===== config.mk =====
export PLATFORM = sky130hd
export DESIGN_NAME = fetch_unit
export DESIGN_NICKNAME = d
export VERILOG_FILES = /design/src/rtl/fetch_unit.sv
export SDC_FILE = /design/constraint.sdc
export NUM_CORES = 1
export LEC_CHECK = 0
export ABC_AREA = 1
export ABC_CLOCK_PERIOD_IN_PS = 1500
export CAP_MARGIN = 10
export CORE_MARGIN = 5
export CORE_UTILIZATION = 42
export DETAILED_ROUTE_END_ITERATION = 10
export PLACE_DENSITY = 0.88
export SETUP_SLACK_MARGIN = 0.15
export SYNTH_ARGS = -nofsm -noshare
export SYNTH_HDL_FRONTEND = slang
export SYNTH_SLANG_ARGS = --single-unit

===== constraint.sdc =====
create_clock -name i_clk -period 1.5 [get_ports i_clk]
set_input_delay 0.15 -clock i_clk [delete_from_list [all_inputs] [get_ports i_clk]]
set_output_delay 0.15 -clock i_clk [all_outputs]
set_load 0.01 [all_outputs]

===== src/rtl/fetch_unit.sv =====
// Instruction-fetch stage: owns the PC, drives a combinational instruction memory and
// registers the returned word with its PC into a valid/ready IF/ID register.
module fetch_unit #(
    parameter int unsigned ADDR_W   = 8,
    parameter int unsigned PC_STEP  = 16,
    parameter int unsigned RESET_PC = 0,
    parameter int unsigned CNT_W    = 16
) (
    input  logic              i_clk,
    input  logic              i_rst,
    output logic [ADDR_W-1:0] o_imem_addr,
    input  logic [31:0]       i_imem_word,
    input  logic              i_redirect_valid,
    input  logic [ADDR_W-1:0] i_redirect_target,
    input  logic              i_halt_req,
    output logic              o_out_valid,
    input  logic              i_out_ready,
    output logic [ADDR_W-1:0] o_out_pc,
    output logic [31:0]       o_out_instr,
    output logic              o_halted,
    output logic [CNT_W-1:0]  o_fetch_count
);

    typedef enum logic [1:0] {
        S_BOOT = 2'd0,
        S_RUN  = 2'd1,
        S_HALT = 2'd2
    } state_t;

    localparam logic [ADDR_W-1:0] L_STEP     = ADDR_W'(PC_STEP);
    localparam logic [ADDR_W-1:0] L_RESET_PC = ADDR_W'(RESET_PC);
    localparam logic [CNT_W-1:0]  L_CNT_ONE  = CNT_W'(1);

    state_t             r_state;
    state_t             w_state_nxt;
    logic [ADDR_W-1:0]  r_pc;
    logic [ADDR_W-1:0]  w_pc_nxt;
    logic               r_out_valid;
    logic               w_out_valid_nxt;
    logic [ADDR_W-1:0]  r_out_pc;
    logic [ADDR_W-1:0]  w_out_pc_nxt;
    logic [31:0]        r_out_instr;
    logic [31:0]        w_out_instr_nxt;
    logic               r_halted;
    logic [CNT_W-1:0]   r_fetch_count;
    logic               w_can_load;
    logic               w_accept;

    assign w_can_load = !r_out_valid || i_out_ready;
    assign w_accept   = r_out_valid && i_out_ready;

    // FSM state register
    always_ff @(posedge i_clk) begin
        if (i_rst) begin
            r_state <= S_BOOT;
        end else begin
            r_state <= w_state_nxt;
        end
    end

    // FSM next state: halt_req alone decides between RUN and HALT once out of BOOT
    always_comb begin
        w_state_nxt = r_state;
        case (r_state)
            S_BOOT:  w_state_nxt = i_halt_req ? S_HALT : S_RUN;
            S_RUN:   w_state_nxt = i_halt_req ? S_HALT : S_RUN;
            S_HALT:  w_state_nxt = i_halt_req ? S_HALT : S_RUN;
            default: w_state_nxt = S_BOOT;
        endcase
    end

    // PC and IF/ID next values; redirect flushes and wins over fetch, stall and halt
    always_comb begin
        w_pc_nxt        = r_pc;
        w_out_valid_nxt = r_out_valid;
        w_out_pc_nxt    = r_out_pc;
        w_out_instr_nxt = r_out_instr;
        if (i_redirect_valid) begin
            w_pc_nxt        = i_redirect_target;
            w_out_valid_nxt = 1'b0;
        end else if (r_state == S_RUN && w_can_load) begin
            w_pc_nxt        = r_pc + L_STEP;
            w_out_valid_nxt = 1'b1;
            w_out_pc_nxt    = r_pc;
            w_out_instr_nxt = i_imem_word;
        end else if (r_state != S_RUN && w_accept) begin
            w_out_valid_nxt = 1'b0;
        end else begin
            w_out_valid_nxt = r_out_valid;
        end
    end

    // Datapath, status and accepted-instruction counter registers
    always_ff @(posedge i_clk) begin
        if (i_rst) begin
            r_pc          <= L_RESET_PC;
            r_out_valid   <= 1'b0;
            r_out_pc      <= {ADDR_W{1'b0}};
            r_out_instr   <= 32'h0000_0000;
            r_halted      <= 1'b0;
            r_fetch_count <= {CNT_W{1'b0}};
        end else begin
            r_pc        <= w_pc_nxt;
            r_out_valid <= w_out_valid_nxt;
            r_out_pc    <= w_out_pc_nxt;
            r_out_instr <= w_out_instr_nxt;
            r_halted    <= (w_state_nxt == S_HALT);
            if (w_accept) begin
                r_fetch_count <= r_fetch_count + L_CNT_ONE;
            end
        end
    end

    assign o_imem_addr   = r_pc;
    assign o_out_valid   = r_out_valid;
    assign o_out_pc      = r_out_pc;
    assign o_out_instr   = r_out_instr;
    assign o_halted      = r_halted;
    assign o_fetch_count = r_fetch_count;

endmodule


==> impl_metrics.tcl <==
set metrics [dict create \
    path_clk_slew_ns 0.07 \
    post-place-ws_ns -0.0980 \
    yosysTopAreaCell "dfxtp_1" \
    ys_seq_elements 67 \
    synth-compound-area-share_pct 13.9 \
    fillers 510 \
    grt_max_degree 56 \
    dr.pass1.iters 4 \
    clock-sinks 67 \
    htree_levels 3 \
    crit_path_frequent_cell "nor2_1" \
    antenna_cells 0 \
    grt_pass1_vias 2696 \
    path_cells "inv_1, nor2_2, nand2_2, nor2_4, inv_2, buf_12, nor2_1, nor2_1" \
    cts_tree "yes" \
    vias_per_cell 4.96 \
    skew_ns 0.00422 \
    dp.cells 548 \
    setup_viol 0 \
    synth_adder_area_share_pct 0.949 \
    die_x_um 89.2 \
    routed_wl_um 7750 \
    synth_warnings 0 \
    synthFlopType "dfxtp_1" \
    core_area_um2 6030 \
    period_share_pct 83.8 \
    pin_count 111 \
    hp-class "in2reg" \
    yosys-top-cells-count "105 x nor2_1, 67 x dfxtp_1, 52 x o21ai_0" \
    io_buffers 110 \
    yosys.area_share.simple_pct 26.7 \
    status "complete, no violations" \
    clk_latency_ns 0.34 \
    drc 0 \
    worstMarginPinSlew_ns 0.250 \
    cp.required_ns 1.73 \
    syn_to_final_growth_pct 58.0 \
    antenna_found_initial 0 \
    post_cts_buffers 0 \
    worstPathMaxFanout 23 \
    synth_mux_area_share_pct 0 \
    synth.avg_cell_area_um2 7.31 \
    total_power_w 0.00434 \
    slowest_stage "dfxtp_1" \
    slew_violations 0 \
    gp_congestion 0.905 \
    postRouteAntennaNets 0 \
    hold_viol 0 \
    grt_pass1_wl_um 12500 \
    final_cells 564 \
    synth_xor_area_share_pct 0.664 \
    drtIter0Drc 121 \
    yosysTopAreaCellShare_pct 50.9 \
    hpwlAfterDp_um 5530 \
    rows 28 \
    grt_overflow 0 \
    synth_edf_count 0 \
    drv_cap 0 \
    vias 2798 \
    drive_gt1_share_pct 10.6 \
    peakVddDrop_uv 916 \
    synth_top_family_by_area "simple AND/OR/NAND/NOR gates" \
    crit_arrival_ns 1.49 \
    crit_type "reg2reg" \
    rsz0062_at_grt "yes" \
    postSynthCellCount 361 \
    cts-buffers-inserted 9 \
    grtUsageTotal_pct 20.2 \
    clockRootBuffer "clkbuf_8" \
    slowest_delay_ns 0.33 \
    final_nets 531 \
    yosysSeqAreaShare_pct 50.9 \
    synth_area_um2 2640 \
    yosys-top-cells-area "dfxtp_1 51%, nor2_1 15%, o21ai_0 9.9%" \
    power.leakage_nw 2.03 \
    p_per_area_nw_per_um2 1040 \
    setup_slack_ns 0.242 \
    wl_per_cell_um 13.7 \
    start_util_pct 43.8 \
    rrSetupSlack_ns 0.24 \
    min_period_ns 1.26 \
    clock.fmax_ghz 0.795 \
    synth_nets 408 \
    ys_types 25 \
    clockBufferDepth 2 \
    dieArea_um2 7960 \
    critPathLaunchType "flop" \
    relSlewSlack_pct 83.3 \
    die_h_um 89.2 \
    worst_setup_path_end_kind "flop" \
    ys_async_sr_fraction_pct 0 \
    synth.most_common_cell "nor2_1" \
]
-- routing by layer --
| layer | wire length (um) | global-route usage (%) | vias up |
|---|---|---|---|
| met1 | 3020 | 21.9 | 1269 |
| met3 | 642 | 7.10 | 22 |
| met5 | 0 | 0 | - |
| met2 | 3900 | 35.1 | 111 |
| met4 | 180 | 9.34 | 0 |
| li1 | - | - | 1396 |
-- area by class of cell --
type / instances / area (um2) / area share, %
sequential: 67 / 1350 / 32.5
timing repair buffer: 127 / 1190 / 28.7
clock inverter: 6 / 136 / 3.27
inverter: 28 / 105 / 2.52
tap: 75 / 93.8 / 2.25
multi-input combinational: 251 / 1140 / 27.5
clock buffer: 10 / 138 / 3.30
-- metrics by stage --
step	util, %	TNS, ns	hold slack [ns]	instance area [um2]
2_1_floorplan	-	0	0.271	2640
3_5_place_dp	65.1	-0.463	0.455	3920
3_3_place_gp	65.1	-0.000295	0.448	3920
6_report	69.1	0	0.363	4170
4_1_cts	68.5	0	0.349	4130
5_1_grt	69.1	0	0.373	4170
-- where the power goes --
part           switching (W)  total [W]  internal [W]  leakage (nW)
Combinational       0.000197   0.000431      0.000234          1.35
Sequential         0.0000409    0.00189       0.00184         0.550
Clock               0.000702    0.00202       0.00132         0.133
-- cell usage in the layout, fill, tap and decap left out, drive strengths merged --
cell type	instances
a211oi	1
a21oi	17
clkinvlp	1
xor2	1
clkinv	1
buf	17
nor2	107
a31oi	1
clkbuf	10
xnor2	1
nor3	5
dfxtp	67
inv	28
nand2	50
dlymetal6s2s	1
o21ai	52
dlygate4sd2	65
bufinv	4
ha	2
clkdlybuf4s50	44
nand3b	1
nand4	4
nand3	8
o21bai	1
-- registers in the layout, summed over array words and instances, names as in the netlist --
signal and cells:
o_out_instr 32, r_state 2, o_out_valid 1, o_out_pc 8
o_fetch_count 16, o_imem_addr 8
-- worst max-delay path, delay by kind of cell, from the launching register on --
| kind | cells | cell delay, ns |
|---|---|---|
| flip-flops | 1 | 0.33 |
| AND/OR/NAND/NOR | 5 | 0.51 |
| buffers and inverters | 3 | 0.29 |
-- cells by family after synthesis --
logic type | after synthesis
buffers and inverters | 43
and+or+nand+nor | 175
xor gates and xnor gates | 2
DFF | 67
adders and majority gates | 2
AOI/OAI and AO/OA | 72
-- worst paths after layout --
kind | from | to | depth (start not counted)
max | r_state[0] | o_out_instr[20] | 8
min | i_halt_req | r_state[1] | 3
max reg2reg | r_state[0] | o_out_instr[20] | 8
min reg2reg | o_out_pc[1] | o_out_pc[1] | 2
-- what timing repair did --
| action | in CTS | in global routing |
|---|---|---|
| hold buffers | 0 | 0 |
| resized for setup | 72 | 14 |
| hold endpoints to repair | 0 | 0 |
| setup endpoints to repair | 70 | 16 |
| pin swaps | 1 | 3 |
Note: power is estimated with default switching activity, not from simulation.
